### src/rtl/my_btn_debounce2.sv
// Two-channel button conditioner: 2-flop synchroniser, per-channel debounce FSM,
// registered clean level plus one-cycle rise/fall pulses.
module my_btn_debounce2 #(
    parameter int unsigned DB_CYCLES = 4,
    parameter int unsigned CNT_W     = 8
) (
    input  logic clk,
    input  logic rst_n,
    input  logic a_raw,
    input  logic b_raw,
    output logic a_db,
    output logic b_db,
    output logic a_rise,
    output logic a_fall,
    output logic b_rise,
    output logic b_fall
);

    localparam int unsigned NCH = 2;
    localparam logic [CNT_W-1:0] CNT_LAST = CNT_W'(DB_CYCLES - 1);

    typedef enum logic [2:0] {
        S_LOW  = 3'd0,
        S_RISE = 3'd1,
        S_HIGH = 3'd2,
        S_FALL = 3'd3
    } state_e;

    logic [NCH-1:0]   raw;
    logic [NCH-1:0]   s1_q, s2_q;
    state_e           state_q [NCH];
    state_e           state_d [NCH];
    logic [CNT_W-1:0] cnt_q   [NCH];
    logic [CNT_W-1:0] cnt_d   [NCH];
    logic [NCH-1:0]   db_q, db_d;
    logic [NCH-1:0]   rise_q, rise_d;
    logic [NCH-1:0]   fall_q, fall_d;

    assign raw = {b_raw, a_raw};

    // Per-channel filter: a level change is accepted only after DB_CYCLES
    // consecutive agreeing synced samples; any reversal restarts the count.
    always_comb begin
        for (int ch = 0; ch < int'(NCH); ch++) begin
            state_d[ch] = state_q[ch];
            cnt_d[ch]   = cnt_q[ch];
            db_d[ch]    = db_q[ch];
            rise_d[ch]  = 1'b0;
            fall_d[ch]  = 1'b0;
            case (state_q[ch])
                S_LOW: begin
                    db_d[ch] = 1'b0;
                    if (s2_q[ch]) begin
                        state_d[ch] = S_RISE;
                        cnt_d[ch]   = '0;
                    end
                end
                S_RISE: begin
                    db_d[ch] = 1'b0;
                    if (!s2_q[ch]) begin
                        state_d[ch] = S_LOW;
                        cnt_d[ch]   = '0;
                    end else if (cnt_q[ch] == CNT_LAST) begin
                        state_d[ch] = S_HIGH;
                        cnt_d[ch]   = '0;
                        db_d[ch]    = 1'b1;
                        rise_d[ch]  = 1'b1;
                    end else begin
                        cnt_d[ch] = cnt_q[ch] + CNT_W'(1);
                    end
                end
                S_HIGH: begin
                    db_d[ch] = 1'b1;
                    if (!s2_q[ch]) begin
                        state_d[ch] = S_FALL;
                        cnt_d[ch]   = '0;
                    end
                end
                S_FALL: begin
                    db_d[ch] = 1'b1;
                    if (s2_q[ch]) begin
                        state_d[ch] = S_HIGH;
                        cnt_d[ch]   = '0;
                    end else if (cnt_q[ch] == CNT_LAST) begin
                        state_d[ch] = S_LOW;
                        cnt_d[ch]   = '0;
                        db_d[ch]    = 1'b0;
                        fall_d[ch]  = 1'b1;
                    end else begin
                        cnt_d[ch] = cnt_q[ch] + CNT_W'(1);
                    end
                end
                default: begin
                    state_d[ch] = S_LOW;
                    cnt_d[ch]   = '0;
                    db_d[ch]    = 1'b0;
                end
            endcase
        end
    end

    always_ff @(posedge clk or negedge rst_n) begin
        if (!rst_n) begin
            s1_q   <= '0;
            s2_q   <= '0;
            db_q   <= '0;
            rise_q <= '0;
            fall_q <= '0;
            for (int ch = 0; ch < int'(NCH); ch++) begin
                state_q[ch] <= S_LOW;
                cnt_q[ch]   <= '0;
            end
        end else begin
            s1_q   <= raw;
            s2_q   <= s1_q;
            db_q   <= db_d;
            rise_q <= rise_d;
            fall_q <= fall_d;
            for (int ch = 0; ch < int'(NCH); ch++) begin
                state_q[ch] <= state_d[ch];
                cnt_q[ch]   <= cnt_d[ch];
            end
        end
    end

    assign a_db   = db_q[0];
    assign b_db   = db_q[1];
    assign a_rise = rise_q[0];
    assign a_fall = fall_q[0];
    assign b_rise = rise_q[1];
    assign b_fall = fall_q[1];

endmodule
### config.mk
export PLATFORM = sky130hd
export DESIGN_NAME = my_btn_debounce2
export DESIGN_NICKNAME = d
export VERILOG_FILES = /design/src/rtl/my_btn_debounce2.sv
export SDC_FILE = /design/constraint.sdc
export NUM_CORES = 1
export LEC_CHECK = 0
export CORE_MARGIN = 8
export CORE_UTILIZATION = 45
export CTS_BUF_LIST = sky130_fd_sc_hd__clkbuf_8
export DETAILED_ROUTE_END_ITERATION = 10
export PLACE_DENSITY = 0.62
export SLEW_MARGIN = 20
export SYNTH_ARGS = -nofsm -noshare
export SYNTH_HDL_FRONTEND = slang
export SYNTH_SLANG_ARGS = --single-unit
### constraint.sdc
create_clock -name clk -period 1.6 [get_ports clk]
set_input_delay 0.4 -clock clk [delete_from_list [all_inputs] [get_ports clk]]
set_output_delay 0.4 -clock clk [all_outputs]
set_load 0.01 [all_outputs]
After elaboration in Yosys (flattened, before gate mapping) --
Cells that the tools add are included.
Operators by class: eq/ne operators 16, multiplexer cells 42, reductions and logical operators 6, $add $sub $neg 2
Operators by type and width (count):
- 8-bit 2-to-1 mux | 10
- 8-bit case mux with 4 select lines | 2
- 3-bit 2-to-1 mux | 12
- 3-bit case mux with 4 select lines | 2
- 8-bit by 1-bit adder with 8-bit output (second input constant) | 2
- 8-bit by 2-bit == test with 1-bit output (second input constant) | 2
- 1-bit 2-to-1 mux | 14
- 3-bit by 2-bit == test with 1-bit output (second input constant) | 4
- 3-bit != test (second input constant) | 4
- 2-bit != test (second input constant) | 4
- 4-bit AND reduction | 2
- 3-bit by 1-bit == test with 1-bit output (second input constant) | 2
- 3-bit logical NOT | 2
- 1-bit case mux with 3 select lines | 2
- 2-bit AND reduction | 2
Word-level totals: output and inout bits 6, logic and storage cells 75, bits of input ports 4, bits in registers 32

Depth between registers and ports, before layout --
Gate-level depths: netlist of the first run.
word-level depth 4, depth in mapped cells 6

Least setup slack after synthesis of the first run --
No wires, ideal clock.
path kind register to register, start point reg cnt_q[8] (netlist name), end point reg cnt_q[8] (netlist name), setup slack 15 ps, required time 1475 ps, clock period less this slack 1585 ps, data arrival time 1460 ps, path buffers 1, stages on the path, launching flop included 6, cell sequence dfrtp_1 ha_1 nor4b_2 a211oi_2 buf_4 mux2_2
On the way: word-level cells in the longest chain between the ends 4
Ends and longest elaborated chain:
- start: declaration | RTL line 33 | logic [CNT_W-1:0] cnt_q [NCH];
- start signal: indexed assignment | RTL line 121 | cnt_q[ch] <= cnt_d[ch];
- 8-bit by 1-bit adder with 8-bit output or 8-bit by 2-bit == test with 1-bit output (tied branches)
- 8-bit 2-to-1 mux (*) | RTL line 63, 84
- 8-bit 2-to-1 mux (on tied branches) | RTL line 81, 60
- 8-bit case mux with 4 select lines (*) | RTL line 50 | case (state_q[ch])
Mark *: on every way between the ends. The rest lies on a longest branch, timed or not. A chain may end at the register's enable or synchronous reset.

Worst setup path after layout of the first run --
start point reg cnt_q[0] (netlist name), end point reg cnt_q[3] (netlist name)
The elaborated chain is that of the path after synthesis.

==> results.txt, run 1 <==
After synthesis, flip-flops and latches occupy 54.8% of the total area. The logs give 4620 µm for the global-route wire length before repair and 11.7% for the global-route total usage across every layer. The HPWL after detailed placement is 1820 µm. The class of the most critical hold timing path is register to register. The largest driver fanout on the critical path works out to 10. The worst-case IR drop observed on VDD is 767 µV.

After layout, the worst path uses 96.5% of the clock period. The multiplexer share of the synthesized area was 4.84%. The number of cells produced by synthesis was 120; the net total in the final layout was 161. The die span in x came out at 71.2 µm. Counting along the longest clock path gives a buffer depth of 2.

The logs give 0 for the final setup violation count and 2610 µm for the sum of routed wire length over all layers. The power density of the placed cells works out to 1330 nW/µm². The run gives 0.06 ns as the reg2reg setup slack.

The cell at the root of the clock tree is sky130_fd_sc_hd__clkbuf_8. After the first detailed-routing iteration, the DRC count stood at 63. The tools report the type of destination of the critical path as a register. The run gives 0.00907 ns as the clock tree skew after final layout. The row count is 20, and the number of synthesized register bits is 30. The leakage power of the design was 0.000818 µW.

The run gives 126 as the synthesized net count. After Yosys synthesis, XOR and XNOR cells account for 3.20% of the synthesized area. Measured against its own limit, the worst slew margin works out to 78.3%. Prior to clock tree synthesis, the placed netlist has a worst setup slack of 0.0403 ns. After clock tree synthesis, the clock-pin slew on the worst setup and hold paths is 0.07 ns. The average footprint of a synthesized cell is 11.4 µm².

By area, the combinational part of the netlist is dominated by simple AND/OR/NAND/NOR gates. Cells with a size suffix above 1 make up 22.4% of the layout. After detailed placement, the total cell area comes to 1650 µm². The max-cap check violation count is 0, and the area of all placed cells without fillers is 1770 µm².

The launching element type of the critical path was a register. After synthesis, the cell types taking the most area are sky130_fd_sc_hd__dfrtp_1 (55%), sky130_fd_sc_hd__nand3_1 (4.4%), sky130_fd_sc_hd__a31oi_1 (4.1%). Of the post-synthesis cell area, the dominant cell type holds 54.8%.

Final-report hold violation count: 0. The Yosys warning count was 0. The logs give 2 for the H-tree depth and 5070 µm² for the die footprint. Routability-driven placement finished with a final weighted congestion of 0.770.

Before antenna repair, the detailed router went through 4 iterations. Detailed routing inserted a total of 1029 vias. The count of pins over their slew limit was 0. Required time at the worst-slack endpoint: 1.77 ns. The core region area was 2980 µm²; the height of the chip was 71.2 µm. The number of hold buffers added after cts is 0.

The worst setup path is of the register to register kind. The number of input and output port buffers inserted was 9. The run gives 0 as the post-route DRC violation count.

Setup repair after global routing could not meet its margin everywhere. The logs give 0 for the number of antenna violations at the first check in global routing and 30 for the total clock sinks. The area fraction in compound gates after synthesis came out at 13.8%. After synthesis the cells add up to 1370 µm².

The worst path meets setup with 0.0562 ns of slack. The sum of overflow across all layers after global routing is 0, and the I/O pin count is 10. The final routed wire length divided by cell count is 13.8 µm, and the maximum clock frequency is 648 MHz. The run gives 31 as the pin count of the biggest net entering global routing. The number of antenna diodes in the final layout is 0. The via count of the first global-routing pass is 1047. STA puts the critical path data arrival time at 1.72 ns.

Number of clock buffers inserted by TritonCTS: 5. The leading area contributor after synthesis is sky130_fd_sc_hd__dfrtp_1. The worst path in the final design needs a cycle of 1.54 ns, including I/O delays and setup. The slew at the pin with the worst max-slew slack came out at 0.324 ns. The via density per instance is 5.44, and the setup TNS after final layout is 0 ns.

The tools report the number of routed nets with antenna violations as 0. TritonCTS built the clock tree. Cells fill 59.4% of the core in the end. Synthesis instantiated 30 different standard cells from the library. For this configuration, the core starts out at a cell density of 46.0%. At the later pin of the worst-skew pair, clock insertion delay measures 0.28 ns.

Compared with the post-synthesis result, the final layout area differs by 29.0%. After Yosys synthesis, and, or, nand and nor cells account for 19.9% of the synthesized area. The flow ran to the end, and the final reports show no timing, DRC or antenna violations. The share of synthesized cell area in full adder, half adder and majority cells was 1.83%.
## synthesized netlist by cell type, drive strengths merged
library cell  instances
dfrtp                30
nand2                12
nand3                12
a31oi                 9
a21oi                 6
a22o                  5
mux2                  5
and3                  4
nor3b                 4
xnor2                 4
nor2                  3
a211oi                2
a21o                  2
and4                  2
buf                   2
ha                    2
inv                   2
nor3                  2
nor4b                 2
o21ai                 2
a41oi                 1
and2                  1
mux2i                 1
nand2b                1
or2b                  1
or3                   1
or3b                  1
xor2                  1
## worst paths after layout
kind / startpoint / to / cells after the start
max in group asynchronous: rst_n / cnt_q[10]$_DFFE_PN0P_ / 2
hold / removal: s1_q[0]$_DFF_PN0_ / s2_q[0]$_DFF_PN0_ / 0
setup reg to reg: cnt_q[0]$_DFFE_PN0P_ / cnt_q[3]$_DFFE_PN0P_ / 6
min in group asynchronous: rst_n / cnt_q[3]$_DFFE_PN0P_ / 2
setup / recovery: cnt_q[0]$_DFFE_PN0P_ / cnt_q[3]$_DFFE_PN0P_ / 6
hold reg to reg: s1_q[0]$_DFF_PN0_ / s2_q[0]$_DFF_PN0_ / 0
## stage by stage
step / hold slack (ns) / power, µW / cells
4_1_cts: 0.350 / 2340 / 188
3_3_place_gp: 0.336 / 1670 / 180
5_1_grt: 0.355 / 2500 / 189
2_1_floorplan: 0.104 / 1400 / 120
3_5_place_dp: 0.336 / 1710 / 180
6_report: 0.348 / 2340 / 189
## critical path, cell delays in order (launching register included)
cell	delay, ns
sky130_fd_sc_hd__dfrtp_1	0.35
sky130_fd_sc_hd__ha_2	0.18
sky130_fd_sc_hd__nor4b_4	0.26
sky130_fd_sc_hd__a211oi_2	0.13
sky130_fd_sc_hd__buf_4	0.19
sky130_fd_sc_hd__a21o_1	0.15
sky130_fd_sc_hd__a22o_1	0.17
## logic make-up after synthesis
group,after synthesis
adders and majority gates,2
AOI/OAI and AO/OA,27
muxes,6
and+or+nand+nor,46
DFF,30
buffers and inverters,4
xor gates and xnor gates,5
## repair_timing
| action | in CTS | in global routing |
|---|---|---|
| endpoints found under the setup margin | 0 | 11 |
| resized for setup | 0 | 4 |
| buffers inserted | 0 | 1 |
## cell usage in the layout (no fill, tap or decap), drive strengths merged, types with 2 or more instances in the layout
cell and count:
buf 21, nor2 3, ha 2, a21oi 6, nor3b 4, a31oi 9
nand3 12, and3 4, mux2 5, clkdlybuf4s50 9, dfrtp 30, a211oi 2
clkbuf 6, nor4b 2, inv 3, o21ai 2, a22o 5, nand2 12
and4 2, nor3 2, xnor2 4, a21o 2
## power by group
part | switching (µW) | total (µW) | internal [µW]
logic | 384 | 767 | 384
clock network | 268 | 608 | 340
registers | 94.2 | 968 | 874
## state kept, by name, indices dropped and copies added, names as in the netlist, named ones only
| name | cells |
|---|---|
| s2_q | 2 |
| state_q | 2 |
| db_q | 2 |
| cnt_q | 16 |
| s1_q | 2 |
| fall_q | 2 |
| rise_q | 2 |
## routing by layer
metal	up-vias	track usage (%)	share of wire, %
met2	10	18.6	51
met3	2	4.66	2.3
met1	499	12.8	46
met5	-	0	0
met4	0	6.93	0.84
li1	518	-	-
## layout make-up
type / instances / area (µm²)
Timing Repair Buffer: 30 / 264
Clock inverter: 2 / 8.76
Inverter: 2 / 7.51
Sequential cell: 30 / 751
Tap cell: 33 / 41.3
Multi-Input combinational cell: 86 / 613
Clock buffer: 6 / 82.6
Fill cell: 264 / 1210
Note: power is estimated with default switching activity, not from simulation.
==> run 2, diff against run 1 <==
--- a/config.mk
+++ b/config.mk
@@ -9,6 +9,8 @@
 export CORE_UTILIZATION = 45
 export CTS_BUF_LIST = sky130_fd_sc_hd__clkbuf_8
 export DETAILED_ROUTE_END_ITERATION = 10
+export GPL_ROUTABILITY_DRIVEN = 0
+export HOLD_SLACK_MARGIN = 0.03
 export PLACE_DENSITY = 0.62
 export SLEW_MARGIN = 20
 export SYNTH_ARGS = -nofsm -noshare
==> results of run 2 <==
Same layout as run 1: the final DEF is identical, and so are final timing and power.
